**src/rtl/rtc_pkg.sv**
```systemverilog
// Shared types, limits and helpers for the BCD real-time clock.
// A time value is six packed BCD digits, most significant hour digit first.
package rtc_pkg;

    typedef logic [3:0] bcd_t;

    typedef struct packed {
        bcd_t h1;
        bcd_t h0;
        bcd_t m1;
        bcd_t m0;
        bcd_t s1;
        bcd_t s0;
    } rtc_time_t;

    localparam logic [7:0] HOUR_MAX  = 8'h23;  // BCD-encoded, compared as two digits
    localparam bcd_t       TENS_MAX  = 4'd5;
    localparam bcd_t       DIGIT_MAX = 4'd9;

    // 24-hour BCD hour to 12-hour BCD hour: 00 -> 12, 13..23 -> 01..11.
    function automatic logic [7:0] to_12h(input bcd_t h1, input bcd_t h0);
        logic [4:0] hb;
        logic [4:0] r;
        hb = {1'b0, h1} * 5'd10 + {1'b0, h0};
        if (hb == 5'd0) begin
            r = 5'd12;
        end else if (hb > 5'd12) begin
            r = hb - 5'd12;
        end else begin
            r = hb;
        end
        if (r >= 5'd10) begin
            return {4'd1, r[3:0] - 4'd10};
        end
        return {4'd0, r[3:0]};
    endfunction

    // Hour and minute fields only; used on its own for the alarm register.
    function automatic logic is_valid_hm(input rtc_time_t t);
        return (t.h0 <= DIGIT_MAX) && ({t.h1, t.h0} <= HOUR_MAX) &&
               (t.m1 <= TENS_MAX) && (t.m0 <= DIGIT_MAX);
    endfunction

    function automatic logic is_valid_time(input rtc_time_t t);
        return is_valid_hm(t) && (t.s1 <= TENS_MAX) && (t.s0 <= DIGIT_MAX);
    endfunction

endpackage

```
**src/rtl/bcd_seg_decode.sv**
```systemverilog
// One seven-segment digit: 4-bit value to {g..a} pattern, with blanking.
// Patterns are built active-high and inverted at the output for active-low boards.
module bcd_seg_decode #(
    parameter bit ACTIVE_LOW = 1'b1
) (
    input  logic [3:0] value,
    input  logic       blank,
    output logic [6:0] seg
);

    logic [6:0] lit;
    logic [6:0] on;

    // NOTE: every path through a combinational block assigns its outputs (here via default), so no latch is inferred.
    always_comb begin
        case (value)
            4'h0:    lit = 7'h3F;
            4'h1:    lit = 7'h06;
            4'h2:    lit = 7'h5B;
            4'h3:    lit = 7'h4F;
            4'h4:    lit = 7'h66;
            4'h5:    lit = 7'h6D;
            4'h6:    lit = 7'h7D;
            4'h7:    lit = 7'h07;
            4'h8:    lit = 7'h7F;
            4'h9:    lit = 7'h6F;
            4'hA:    lit = 7'h77;
            4'hB:    lit = 7'h7C;
            4'hC:    lit = 7'h39;
            4'hD:    lit = 7'h5E;
            4'hE:    lit = 7'h79;
            default: lit = 7'h71;
        endcase
    end

    assign on  = blank ? 7'h00 : lit;
    assign seg = ACTIVE_LOW ? ~on : on;

endmodule

```
**src/rtl/rtc_bcd_alarm.sv**
```systemverilog
// BCD 24-hour real-time clock with 1 Hz divider, validated loads, HH:MM alarm
// latch and six directly driven seven-segment digits (optional 12-hour display).
module rtc_bcd_alarm
    import rtc_pkg::*;
#(
    parameter int unsigned CLK_HZ         = 50_000_000,
    parameter bit          SEG_ACTIVE_LOW = 1'b1
) (
    input  logic        CLK,
    input  logic        reset,
    input  logic        run,
    input  logic        set,
    input  logic        alarm_set,
    input  logic [23:0] time_in,
    input  logic        alarm_en,
    input  logic        alarm_ack,
    input  logic        mode12,
    output logic [23:0] time_out,
    output logic        tick,
    output logic        alarm,
    output logic        pm,
    output logic        load_err,
    output logic [6:0]  HH,
    output logic [6:0]  hh,
    output logic [6:0]  MM,
    output logic [6:0]  mm,
    output logic [6:0]  SS,
    output logic [6:0]  ss
);

    localparam int unsigned      DIV_W    = (CLK_HZ > 1) ? $clog2(CLK_HZ) : 1;
    localparam logic [DIV_W-1:0] DIV_LAST = DIV_W'(CLK_HZ - 1);

    rtc_time_t        cur;
    rtc_time_t        nxt;
    rtc_time_t        load_val;
    logic [DIV_W-1:0] div_cnt;
    logic [15:0]      alarm_hm;
    logic             time_ok;
    logic             alarm_ok;
    logic             advance;
    logic             trigger;
    logic [7:0]       disp_h;
    logic             blank_h1;

    assign load_val = rtc_time_t'(time_in);
    assign time_ok  = is_valid_time(load_val);
    assign alarm_ok = is_valid_hm(load_val);

    assign tick    = run && (div_cnt == DIV_LAST);
    // A set in the tick cycle owns the time register, so the second is dropped.
    assign advance = tick && !set;
    assign trigger = advance && alarm_en && (nxt.s1 == 4'd0) && (nxt.s0 == 4'd0) &&
                     ({nxt.h1, nxt.h0, nxt.m1, nxt.m0} == alarm_hm);

    always_comb begin
        nxt = cur;
        if (cur.s0 != DIGIT_MAX) begin
            nxt.s0 = cur.s0 + 4'd1;
        end else begin
            nxt.s0 = 4'd0;
            if (cur.s1 != TENS_MAX) begin
                nxt.s1 = cur.s1 + 4'd1;
            end else begin
                nxt.s1 = 4'd0;
                if (cur.m0 != DIGIT_MAX) begin
                    nxt.m0 = cur.m0 + 4'd1;
                end else begin
                    nxt.m0 = 4'd0;
                    if (cur.m1 != TENS_MAX) begin
                        nxt.m1 = cur.m1 + 4'd1;
                    end else begin
                        nxt.m1 = 4'd0;
                        if ({cur.h1, cur.h0} == HOUR_MAX) begin
                            nxt.h1 = 4'd0;
                            nxt.h0 = 4'd0;
                        end else if (cur.h0 == DIGIT_MAX) begin
                            nxt.h1 = cur.h1 + 4'd1;
                            nxt.h0 = 4'd0;
                        end else begin
                            nxt.h0 = cur.h0 + 4'd1;
                        end
                    end
                end
            end
        end
    end

    // NOTE: sequential state uses non-blocking assignments so every register sees pre-edge values.
    always_ff @(posedge CLK or negedge reset) begin
        if (!reset) begin
            div_cnt  <= '0;
            cur      <= '0;
            alarm_hm <= '0;
            alarm    <= 1'b0;
            load_err <= 1'b0;
        end else begin
            load_err <= (set && !time_ok) || (alarm_set && !alarm_ok);

            // A valid load also realigns the divider so the next second is a full one.
            if (set && time_ok) begin
                cur     <= load_val;
                div_cnt <= '0;
            end else begin
                if (advance) begin
                    cur <= nxt;
                end
                if (run) begin
                    div_cnt <= tick ? '0 : div_cnt + DIV_W'(1);
                end
            end

            if (alarm_set && alarm_ok) begin
                alarm_hm <= time_in[23:8];
            end

            if (trigger) begin
                alarm <= 1'b1;
            end else if (alarm_ack || !alarm_en) begin
                alarm <= 1'b0;
            end
        end
    end

    assign time_out = cur;
    assign pm       = ({cur.h1, cur.h0} >= 8'h12);

    assign disp_h   = mode12 ? to_12h(cur.h1, cur.h0) : {cur.h1, cur.h0};
    assign blank_h1 = mode12 && (disp_h[7:4] == 4'd0);

    bcd_seg_decode #(.ACTIVE_LOW(SEG_ACTIVE_LOW)) u_seg_h1 (.value(disp_h[7:4]), .blank(blank_h1), .seg(HH));
    bcd_seg_decode #(.ACTIVE_LOW(SEG_ACTIVE_LOW)) u_seg_h0 (.value(disp_h[3:0]), .blank(1'b0),     .seg(hh));
    bcd_seg_decode #(.ACTIVE_LOW(SEG_ACTIVE_LOW)) u_seg_m1 (.value(cur.m1),      .blank(1'b0),     .seg(MM));
    bcd_seg_decode #(.ACTIVE_LOW(SEG_ACTIVE_LOW)) u_seg_m0 (.value(cur.m0),      .blank(1'b0),     .seg(mm));
    bcd_seg_decode #(.ACTIVE_LOW(SEG_ACTIVE_LOW)) u_seg_s1 (.value(cur.s1),      .blank(1'b0),     .seg(SS));
    bcd_seg_decode #(.ACTIVE_LOW(SEG_ACTIVE_LOW)) u_seg_s0 (.value(cur.s0),      .blank(1'b0),     .seg(ss));

endmodule

```
**config.mk**
```make
export PLATFORM = sky130hd
export DESIGN_NAME = rtc_bcd_alarm
export DESIGN_NICKNAME = d
export VERILOG_FILES = /design/src/rtl/rtc_pkg.sv /design/src/rtl/bcd_seg_decode.sv /design/src/rtl/rtc_bcd_alarm.sv
export SDC_FILE = /design/constraint.sdc
export NUM_CORES = 1
export LEC_CHECK = 0
export CAP_MARGIN = 20
export CORE_UTILIZATION = 54
export DETAILED_ROUTE_END_ITERATION = 6
export PLACE_DENSITY = 0.89
export SLEW_MARGIN = 20
export SYNTH_ARGS = -nofsm -noshare
export SYNTH_HDL_FRONTEND = slang
export SYNTH_SLANG_ARGS = --single-unit
```
**constraint.sdc**
```tcl
create_clock -name CLK -period 5.11 [get_ports CLK]
set_input_delay 1.022 -clock CLK [delete_from_list [all_inputs] [get_ports CLK]]
set_output_delay 1.022 -clock CLK [all_outputs]
set_load 0.1 [all_outputs]
```
==> reports/qor.csv <==
metric;value;unit
status;complete, but fails checks;
failing checks;setup timing;
Synth area leader;dfrtp_1;
R2R depth;10;
Clock Latency Late Sink;360;ps
CP endpoint kind;output pin;
Crit Path Max Fanout;4;
Hold/Removal Path Class;reg -> reg;
most frequent CP cell;ha_4;
Port Buf Inserts;101;
Die ar.;0.0112;mm2
critical path type;reg -> out;
Syn Inst Count;721;
Fin. Hold Viols;0;
slowest CP cell;dfrtp_4;
startpoint types;flop;
final period utilization;102;%
Max-slew headroom;32.6;%
n_diodes;0;
Avg Cell Area, Syn;8.06;um2
R2R setup slack;1770;ps
Initial Util;56.0;%
Pwr Total;0.00283;W
CP Cell Sequence;ha_4 > ha_4 > xor2_2 > inv_2 > ha_4 > a2bb2oi_2 > o21ai_2 > inv_2 > ha_4 > o41ai_2 > a21boi_4 > mux2i_1 > a21oi_2 > buf_4 > ha_1 > nor3_1 > or3_4 > buf_12;
Seq cells post-synth;68;
WP data arrival;4190;ps
drt wl/cell;18.1;um
Die Height;106;um
Setup Viol. Count Final;9;
Hold Crit Start;alarm_hm[15];
Final Max Slew Viols;0;
Inserted Clock Buffers;9;
reg2reg start;time_out[1];
number of fill cells in the layout;694;
post-synth cell types;63;
hold depth;1;
f_max;192;MHz
mapped cell area;0.00581;mm2
GRT overflow;0;
IO Pins;102;
Core Box Area;0.0104;mm2
Req. time, crit path;4090;ps
worst hold slack;528;ps
Async S/R FF share, synth;100;%
skew final;21.5;ps
Tmin final;5210;ps
HPWL after DPL;11700;um
Post-synth EDFFs;0;
Clock Root Buffer;clkbuf_8;
final core utilization;75.6;%
Tot GR Track Use;29.3;%
Routability Congestion;0.900;
DR vias;6074;
DIE WIDTH;106;um
Post-DRT Antenna Nets;0;
vias in the first global route;5621;
maximum clock path buffer count;2;
peak supply drop;0.000419;V
Post-Syn Nets;798;
sequential share of the synthesized area;29.3;%
Sink Count;68;
DRC Markers;0;
drt pass-1 iters;6;
post-route setup slack;-104;ps
Hold Path End;alarm_hm[15];
first-pass GRT wire length;26700;um
largest cells by area after synthesis;dfrtp_1 29%, ha_1 9.5%, a21oi_1 5.1%;
leak pwr;3.30;nW
Post-synth top cells;72 x nand2_1, 72 x nor2_1, 68 x dfrtp_1, 59 x a21oi_1, 58 x o21ai_0;
total length of routed wires;17600;um
max incr delay on CP;520;ps
synth-to-layout area growth;35.0;%
max_cap viols;0;
largest net degree at the start of global routing;41;
CTS clk-pin slew, worst paths;70;ps
initial antenna violation count;0;
Syn. warnings;0;
row count;37;
drt initial violations;423;
Tightest Pin Transition;1010;ps
Worst R2R End;alarm;
PwrDens;361;mW/mm2
unrepaired setup endpoints after global routing;yes;
CTS tree;yes;
vias per cell;6.24;
Synth top area share;29.3;%
final net count;909;
H-tree levels;3;
share of layout cells above drive strength 1;18.9;%
top_reg_cell synth;dfrtp_1;
-- critical path, delay by kind of cell, from the launching register on --
| kind | cells | cell delay (ps) |
|---|---|---|
| buffers and inverters | 4 | 540 |
| xor gates and xnor gates | 1 | 190 |
| DFF | 1 | 520 |
| and+or+nand+nor | 2 | 460 |
| muxes | 1 | 130 |
| AOI/OAI and AO/OA | 5 | 850 |
| adders and majority gates | 5 | 1160 |
-- where the power goes --
part	switching, W	internal (W)
combinational	0.00111	0.000599
sequential	0.0000780	0.000593
clock	0.000217	0.000238
total	0.00140	0.00143
-- through the flow --
stage / instances / setup WS, ps / cell area, um2 / TNS [ps]
global route: 973 / -245 / 7840 / -2170
CTS: 955 / 6.82 / 7520 / 0
global placement: 928 / 224 / 7210 / 0
floorplan: 721 / -596 / 5980 / -1490
detailed placement: 928 / -15.7 / 7210 / -21.0
finish: 973 / -104 / 7840 / -431
-- sequential cells by signal (all words and copies together) (netlist names) --
name and count:
alarm 1, time_out 24, alarm_hm 16, div_cnt 26
load_err 1
-- cell families after synthesis --
logic type	after synthesis	synth area share, %
flip-flops	68	29.3
buffers and inverters	73	5.23
adder cells (fa/ha/maj)	45	9.82
XOR/XNOR	40	6.26
multiplexers	33	6.07
AO/OA/AOI/OAI	191	20.2
AND/OR/NAND/NOR	271	23.2
-- per-layer routing --
metal,share of wire [%],vias up,track usage (%)
li1,-,2805,-
met1,40,2911,37.6
met4,4.0,0,9.03
met5,0,-,0
met3,5.6,72,4.14
met2,50,286,50.8
-- cells in the final DEF (no fill, tap or decap), types with 11 or more instances in the layout --
| cell type | Yosys | final |
|---|---|---|
| a21oi_1 | 59 | 50 |
| a22oi_1 | 12 | 12 |
| buf_12 | 0 | 13 |
| buf_4 | 2 | 42 |
| clkdlybuf4s50_1 | 0 | 85 |
| dfrtp_1 | 68 | 61 |
| ha_1 | 44 | 32 |
| ha_4 | 0 | 11 |
| inv_1 | 29 | 25 |
| mux2_2 | 18 | 18 |
| mux2i_1 | 15 | 14 |
| nand2_1 | 72 | 71 |
| nand3_1 | 25 | 24 |
| nand3b_1 | 11 | 11 |
| nor2_1 | 72 | 69 |
| nor2b_1 | 12 | 11 |
| nor3_1 | 14 | 14 |
| o21ai_0 | 58 | 48 |
| xnor2_1 | 13 | 13 |
| xor2_1 | 26 | 25 |
-- what timing repair did --
action	4_1_cts	5_1_grt
hold buffers	0	0
pin swaps	6	24
setup buffers	11	17
endpoints found under the hold margin	0	0
cloned	0	1
endpoints found under the setup margin	13	14
resized for setup	9	40
-- final cells by class --
type | count | area, um2 | share of cell area, %
multi-input cells | 581 | 4190 | 53.4
flip-flops and latches | 68 | 1720 | 21.9
repair buffers | 142 | 1460 | 18.6
well taps | 136 | 170 | 2.17
clock buffers | 10 | 138 | 1.75
inverters | 30 | 113 | 1.44
clock inverters | 6 | 63.8 | 0.814
-- worst max-delay path by stage --
stage                             from    end  slack (ps)  cells after the start
final                     time_out[20]  hh[1]        -100                     18
after floorplan           time_out[20]  hh[6]        -600                     15
after detailed placement  time_out[20]  hh[0]         -20                     18
after CTS                 time_out[20]  HH[3]           7                     18
after global routing      time_out[20]  HH[0]        -240                     21
after global placement    time_out[20]  hh[4]         220                     17
Note: power is estimated with default switching activity, not from simulation.
